File: src/rtl/alu_pkg.sv
// Shared definitions for the nibble-serial ALU sequencer.
//   OP_*    : request opcodes (also the alu_4bit opcodes for add/and/or)
//   state_t : sequencer FSM encoding
package alu_pkg;
  localparam logic [1:0] OP_ADD = 2'b00;
  localparam logic [1:0] OP_SUB = 2'b01;
  localparam logic [1:0] OP_AND = 2'b10;
  localparam logic [1:0] OP_OR  = 2'b11;

  typedef enum logic [1:0] {
    IDLE = 2'd0,
    RUN  = 2'd1,
    DONE = 2'd2
  } state_t;
endpackage

File: src/rtl/alu_4bit.sv
// Existing 4-bit combinational ALU slice.
//   a, b    : 4-bit operands
//   opcode  : 00 add, 01 sub, 10 and, 11 or
//   cin     : add carry-in / sub borrow-in
//   result  : 4-bit result
//   cout    : add carry-out / sub 1 = no borrow / logic ops 0
module alu_4bit (
  input  logic [3:0] a,
  input  logic [3:0] b,
  input  logic [1:0] opcode,
  input  logic       cin,
  output logic [3:0] result,
  output logic       cout
);
  logic [4:0] sum;
  logic [4:0] diff;

  always_comb begin
    sum    = {1'b0, a} + {1'b0, b} + {4'b0, cin};
    diff   = {1'b0, a} - {1'b0, b} - {4'b0, cin};
    result = 4'h0;
    cout   = 1'b0;
    case (opcode)
      2'b00: begin result = sum[3:0];  cout = sum[4];   end
      2'b01: begin result = diff[3:0]; cout = ~diff[4]; end
      2'b10: result = a & b;
      default: result = a | b;
    endcase
  end
endmodule

File: src/rtl/alu_nibble_seq.sv
// Wide add/sub/and/or built by stepping one alu_4bit through the operands,
// LS nibble first, carry chained through a register.
//   clk, rst_n                    : clock, async active-low reset
//   in_valid/in_ready             : request handshake
//   in_a, in_b, in_op, in_cin     : W-bit operands, opcode, carry/borrow in
//   out_valid/out_ready           : result handshake
//   out_result, out_cout, out_zero: result, carry (sub: 1 = no borrow), zero flag
module alu_nibble_seq
  import alu_pkg::*;
#(
  parameter int NIBBLES = 4
) (
  input  logic                 clk,
  input  logic                 rst_n,
  input  logic                 in_valid,
  output logic                 in_ready,
  input  logic [4*NIBBLES-1:0] in_a,
  input  logic [4*NIBBLES-1:0] in_b,
  input  logic [1:0]           in_op,
  input  logic                 in_cin,
  output logic                 out_valid,
  input  logic                 out_ready,
  output logic [4*NIBBLES-1:0] out_result,
  output logic                 out_cout,
  output logic                 out_zero
);
  localparam int W  = 4*NIBBLES;
  localparam int CW = $clog2(NIBBLES);

  state_t         state, state_nx;
  logic [CW-1:0]  cnt;
  logic [W-1:0]   a_sh, b_sh, res_sh;
  logic [1:0]     op_q;
  logic           carry;

  logic [3:0]     b_nib, alu_res;
  logic [1:0]     alu_op;
  logic           alu_cout;
  logic           accept, last_nib, logic_op;

  assign logic_op = op_q[1];
  assign accept   = in_valid && (state == IDLE);
  assign last_nib = (cnt == CW'(NIBBLES-1));

  // Subtract is A + ~B + carry on the adder; the ALU's own sub is never used.
  assign b_nib  = (op_q == OP_SUB) ? ~b_sh[3:0] : b_sh[3:0];
  assign alu_op = logic_op ? op_q : OP_ADD;

  alu_4bit u_alu (
    .a      (a_sh[3:0]),
    .b      (b_nib),
    .opcode (alu_op),
    .cin    (carry),
    .result (alu_res),
    .cout   (alu_cout)
  );

  always_ff @(posedge clk or negedge rst_n) begin
    if (!rst_n) state <= IDLE;
    else        state <= state_nx;
  end

  always_comb begin
    state_nx = state;
    case (state)
      IDLE:    if (in_valid)  state_nx = RUN;
      RUN:     if (last_nib)  state_nx = DONE;
      DONE:    if (out_ready) state_nx = IDLE;
      default: state_nx = IDLE;
    endcase
  end

  always_ff @(posedge clk or negedge rst_n) begin
    if (!rst_n) begin
      cnt    <= '0;
      a_sh   <= '0;
      b_sh   <= '0;
      res_sh <= '0;
      op_q   <= OP_ADD;
      carry  <= 1'b0;
    end else if (accept) begin
      a_sh  <= in_a;
      b_sh  <= in_b;
      op_q  <= in_op;
      cnt   <= '0;
      case (in_op)
        OP_ADD:  carry <= in_cin;
        OP_SUB:  carry <= ~in_cin;  // borrow-in becomes the inverted carry-in
        default: carry <= 1'b0;
      endcase
    end else if (state == RUN) begin
      a_sh   <= a_sh >> 4;
      b_sh   <= b_sh >> 4;
      res_sh <= {alu_res, res_sh[W-1:4]};
      carry  <= logic_op ? 1'b0 : alu_cout;
      cnt    <= cnt + CW'(1);
    end
  end

  // Outputs are qualified by DONE so the partial result never shows while running.
  assign in_ready   = (state == IDLE);
  assign out_valid  = (state == DONE);
  assign out_result = out_valid ? res_sh : '0;
  assign out_cout   = out_valid & carry;
  assign out_zero   = out_valid & (res_sh == '0);
endmodule

File: config.mk
export PLATFORM = sky130hd
export DESIGN_NAME = alu_nibble_seq
export DESIGN_NICKNAME = d
export VERILOG_FILES = /design/src/rtl/alu_pkg.sv /design/src/rtl/alu_4bit.sv /design/src/rtl/alu_nibble_seq.sv
export SDC_FILE = /design/constraint.sdc
export NUM_CORES = 1
export LEC_CHECK = 0
export BUFFER_PORTS_ARGS = -buffer_cell sky130_fd_sc_hd__buf_4
export CORE_MARGIN = 8
export CORE_UTILIZATION = 50
export CTS_BUF_LIST = sky130_fd_sc_hd__clkbuf_8 sky130_fd_sc_hd__clkbuf_16
export DETAILED_ROUTE_END_ITERATION = 10
export PLACE_DENSITY = 0.78
export SLEW_MARGIN = 25
export SYNTH_ARGS = -nofsm -noshare
export SYNTH_HDL_FRONTEND = slang
export SYNTH_HIERARCHICAL = 1
export SYNTH_SLANG_ARGS = --single-unit
export TNS_END_PERCENT = 50
File: constraint.sdc
create_clock -name clk -period 2.86 [get_ports clk]
set_clock_uncertainty 0.05 [all_clocks]
set_input_delay 0.286 -clock clk [delete_from_list [all_inputs] [get_ports clk]]
set_output_delay 0.286 -clock clk [all_outputs]
set_load 0.01 [all_outputs]
Word-level counts from Yosys, hierarchy flattened

Index checks and enable logic that the tools add are counted.

Add/sub/neg operators: 5
Eq/ne operators: 10
Multiplexer cells: 19
Bitwise operators: 8
Reductions and logical operators: 8

Operator list:

| cell                | number |
|---|---|
| $mux 16             | 5 |
| $logic_not 16->1    | 1 |
| $mux 2              | 6 |
| $pmux 4 s3          | 1 |
| $eq 2x1->1 const B  | 4 |
| $eq 2x2->1 const B  | 3 |
| $logic_not 2->1     | 3 |
| $pmux 2 s3          | 1 |
| $add 4x4->5         | 1 |
| $add 5x1->5         | 1 |
| $sub 4x4->5         | 1 |
| $sub 5x1->5         | 1 |
| $and 4x4->4         | 1 |
| $mux 4              | 1 |
| $ne 2x2->1 const B  | 2 |
| $not 4->4           | 1 |
| $or 4x4->4          | 1 |
| $pmux 1 s2          | 2 |
| $mux 1              | 3 |
| $not 1->1           | 3 |
| $reduce_and 3->1    | 1 |
| $add 2x1->2 const B | 1 |
| $and 1x1->1         | 2 |
| $ne 2x1->1 const B  | 1 |
| 3 further kinds     | 3 |

Register bits after elaboration: 55
Bits of input ports: 39
Output and inout bits: 20
Logic and storage cells: 57

Logic depth before layout (Yosys ltp)

Depth in word-level cells: 9
Gate-level depth with buffers: 14
Depth with buffers taken out: 13

Modules after synthesis

Netlist, hierarchy kept.

By module, submodules not included:

| module         | instances | cells an instance | area an instance (um2) | seq. area each (um2) |
|---|---|---|---|---|
| alu_nibble_seq | 1         | 269               | 2570.0                 | 1376.3 |
| alu_4bit       | 1         | 57                | 520.5                  | 0.0 |

Least setup slack after synthesis

Ideal clock, no wire load.

Path kind: reg2reg
From: reg op_q[1]
To: reg carry
Setup time: 82 ps
Arrival time: 2690 ps
Required time: 2728 ps
Setup slack: 38 ps
Cell stages (with the launch flop): 15
Buffers on the path: 1
Clock period less this slack: 2822 ps
Cells stage by stage: dfrtp_1 nand2b_1 clkbuf_1 xnor2_1 inv_1 fa_1 inv_1 fa_1 nand2b_1 a21oi_1 xor2_1 a211oi_1 and4bb_2 a21oi_1 o22ai_1

Longest elaborated chain between the ends: 9
Elaborated cells on any way between the ends: 14
Those cells by class: add/sub: 4; eq/ne: 2; mux: 6; bitwise: 1; reduce/logical: 1

RTL lines:

| element                | line                 | text |
|---|---|---|
| from (decl)            | alu_nibble_seq.sv:33 | `logic [1:0] op_q;` |
| from (signal assigned) | alu_nibble_seq.sv:84 | `op_q <= in_op;` |
| $eq 2x1->1 *           | alu_nibble_seq.sv:46 | `assign b_nib = (op_q == OP_SUB) ? ~b_sh[3:0] : b_sh[3:0];` |
| $mux 4 *               | alu_nibble_seq.sv:46 |  |
| via b_nib[0]           | alu_nibble_seq.sv:36 | `logic [3:0] b_nib, alu_res;` |
| $sub 4x4->5            | alu_4bit.sv:20       | `diff = {1'b0, a} - {1'b0, b} - {4'b0, cin};` |
| $sub 5x1->5            | alu_4bit.sv:20       |  |
| $not 1->1              | alu_4bit.sv:25       | `2'b01: begin result = diff[3:0]; cout = ~diff[4]; end` |
| $pmux 1 s2 *           | alu_4bit.sv:23       | `case (opcode)` |
| via alu_cout           | alu_nibble_seq.sv:38 | `logic alu_cout;` |
| $mux 1 *               | alu_nibble_seq.sv:95 | `carry <= logic_op ? 1'b0 : alu_cout;` |
| $mux 1 *               | alu_nibble_seq.sv:91 | `end else if (state == RUN) begin` |
| $mux 1 *               | alu_nibble_seq.sv:81 | `end else if (accept) begin` |
| to (signal assigned)   | alu_nibble_seq.sv:87 | `OP_ADD: carry <= in_cin;` |
| to (signal assigned)   | alu_nibble_seq.sv:88 | `OP_SUB: carry <= ~in_cin;` |
| to (signal assigned)   | alu_nibble_seq.sv:95 |  |
| to (decl)              | alu_nibble_seq.sv:34 | `logic carry;` |

The timed path passes the listed nets; every way through them passes the cells marked *. The select of a mux whose other input is x is not followed.
A chain may end at the register's enable or synchronous reset.

Worst setup path after layout

Same ends and word-level chain as after synthesis.

==> metrics <==
DR vias 2375; DP Area around 3500 um^2; # IOs roughly 60; Synth area leaders dfrtp_1 45%, nand2_1 14%, ha_1 6.1%; Top FF cell, synth dfrtp_1; wire length per cell between 15 and 20 um; 1st-iter DRT viols 92; most frequent cells after synthesis 119 x nand2_1, 55 x dfrtp_1, 24 x a22oi_1; Worst slew margin 0.539; Layout fillers 519; Initial Util 0.519; worst hold path class in -> reg; syn nets 384; final worst path period need ~2.8 ns; synth warn 6; Worst setup EP type flip-flop; vias in the first global route roughly 2.6k; die area 8950 um^2; Tot GR Track Use 0.161; ANT nets after route 0; Setup TNS 0 ns; Required @ worst endpoint about 3.0 ns; count leader, synth nand2_1; Slowest cell on crit path dfrtp_1; largest net degree at the start of global routing 56; die width 94.6 um; clock transition at the registers of the reported paths roughly 0.1 ns; Worst-Skew Late Latency between 0.3 and 0.4 ns; top-area cell type share of the netlist area 0.445; number of distinct library cells after synthesis 40; final period utilization 0.967; initial antenna violation count 0; Area Growth Syn to Fin 19.4%; status complete, no violations; nets 440; WP data arrival about 2.9 ns; gr ovfl total 0; core area 5960 um^2; CTS buffer count 5; Die Height approximately 95 um; Post-synth EDFFs 0; count of pins over their slew limit 0; Power Dens Cells approximately 1200 nW/um^2; leakage power between 0.0015 and 0.002 uW; CP max stage delay ~0.40 ns; Max Root-Sink Buffers 2; Bufs and invs on worst path 2; CTS tree yes; Synth area leader dfrtp_1; register area share after synthesis 0.445; Placer Congestion 0.889; Final setup viols 0; ys async rst share 1.00; DR vias/cell between 5 and 6; CTS root buf clkbuf_8; CTS Sinks 55; FF+latch count, synth 55; VDD IR max about 560 uV; Setup CP Type reg -> reg; Post-Syn Instances between 300 and 400; met3 GRT Util 0.0556; layout cells sized above 1 0.248; GR Util met2 0.269; Fmax 0.362 GHz; Hold Violations, Final 0; GRT busiest layer met2; drt drc 0; worst-path fanout max 3; grt met1 use 0.192; HPWL after DPL around 5000 um; # diodes 0; # Max-Cap Violations 0; 1st-pass router iterations 4; syn_area_per_cell around 9.5 um^2; H-tree Lvls 2; family with the most delay on the worst path adder cells; hold slack 0.107 ns; first-pass GRT wire length 11800 um; Rows 28; fin area approximately 3700 um^2; critical path cell sequence nand2b_4, buf_4, xnor2_4, inv_1, ha_1, ha_1, a21oi_1, xor2_1, a211oi_2, and4bb_2, a21oi_1, o22ai_1; Mapped Area 3090 um^2; Total Wirelength roughly 7000 um; Worst Tran Pin Value around 0.69 ns; startpoint types flip-flop; overall power about 4400 uW; I/O Buffers a little under 60
## routing by layer
| metal | share of wire | vias up |
|---|---|---|
| met3 | 0.086 | 7 |
| met1 | 0.42 | 1124 |
| li1 | - | 1170 |
| met2 | 0.49 | 74 |
| met5 | 0 | - |
| met4 | 0.0081 | 0 |
## sequential cells by signal, indices dropped and copies added, names as in the netlist
signal  cells
carry       1
a_sh       16
state       2
op_q        2
b_sh       16
cnt         2
res_sh     16
## power by group
group / switching (uW) / leakage [uW] / internal, uW
clock network: 251 / 0.0000612 / 284
logic: 1320 / 0.00116 / 1090
registers: 295 / 0.000707 / 1110
total: 1870 / 0.00193 / 2480
## logic make-up after synthesis
family / Yosys count / synth area share
AND/OR/NAND/NOR: 152 / 0.216
flip-flops: 55 / 0.445
AO/OA/AOI/OAI: 48 / 0.108
buffers and inverters: 36 / 0.0834
adder cells (fa/ha/maj): 19 / 0.0866
XOR/XNOR: 10 / 0.0283
multiplexers: 6 / 0.0324
## worst register-to-register path, delay by kind of cell, from the launching register on
kind	cells	cell delay, ns
fa+ha+maj	2	0.69
compound gates	4	0.46
flops	1	0.40
simple gates	2	0.40
xor+xnor	2	0.38
buf+inv	2	0.25
## area by class of cell
| class | count | area, um^2 | share of cell area |
|---|---|---|---|
| repair buffers | 68 | 513 | 0.139 |
| multi-input cells | 235 | 1520 | 0.413 |
| flip-flops and latches | 55 | 1380 | 0.373 |
| clock buffers | 6 | 82.6 | 0.0224 |
| well taps | 75 | 93.8 | 0.0254 |
| clock inverters | 2 | 35.0 | 0.00950 |
| inverters | 17 | 63.8 | 0.0173 |
## path summary, 6_finish.rpt
check,start,to,slack [ns],depth (start not counted)
max in group asynchronous,rst_n,a_sh[13]$_DFFE_PN0P_,1.78,2
setup / recovery,op_q[1]$_DFFE_PN0P_,carry$_DFFE_PN0P_,0.09,12
hold reg to reg,b_sh[6]$_DFFE_PN0P_,b_sh[6]$_DFFE_PN0P_,0.43,2
hold / removal,in_op[1],carry$_DFFE_PN0P_,0.11,2
min in group asynchronous,rst_n,res_sh[12]$_DFFE_PN0P_,0.49,2
setup reg to reg,op_q[1]$_DFFE_PN0P_,carry$_DFFE_PN0P_,0.09,12
## metrics by stage
step           utilization  setup slack (ns)  std cells
2_1_floorplan            -            0.0375        326
3_3_place_gp         0.585             0.156        447
3_5_place_dp         0.585         -0.000956        447
4_1_cts              0.609            0.0518        456
5_1_grt              0.619           -0.0338        458
6_report             0.619            0.0946        458
## cell usage in the layout, fill, tap and decap left out, types with 2 or more instances in the layout
master | Yosys | layout
a211oi_2 | 0 | 2
a21o_1 | 2 | 2
a21oi_1 | 2 | 2
a22oi_1 | 24 | 24
and2_1 | 18 | 18
buf_4 | 4 | 67
clkbuf_8 | 0 | 6
dfrtp_1 | 55 | 55
fa_1 | 4 | 3
ha_1 | 15 | 15
inv_1 | 16 | 16
mux4_2 | 3 | 3
nand2_1 | 119 | 119
nand2b_1 | 3 | 2
nor2_1 | 2 | 2
nor4_1 | 3 | 3
o21ai_0 | 4 | 3
o21ai_1 | 7 | 8
o21ai_2 | 2 | 2
xnor2_2 | 0 | 3
xor2_1 | 5 | 5
## what timing repair did
action	in CTS	in global routing
gates resized for setup	2	8
hold buffers	1	0
buffers inserted	0	2
pin swaps	0	2
hold endpoints to repair	55	0
setup endpoints to repair	1	2
No activity file was read; power rests on OpenSTA's default activity.
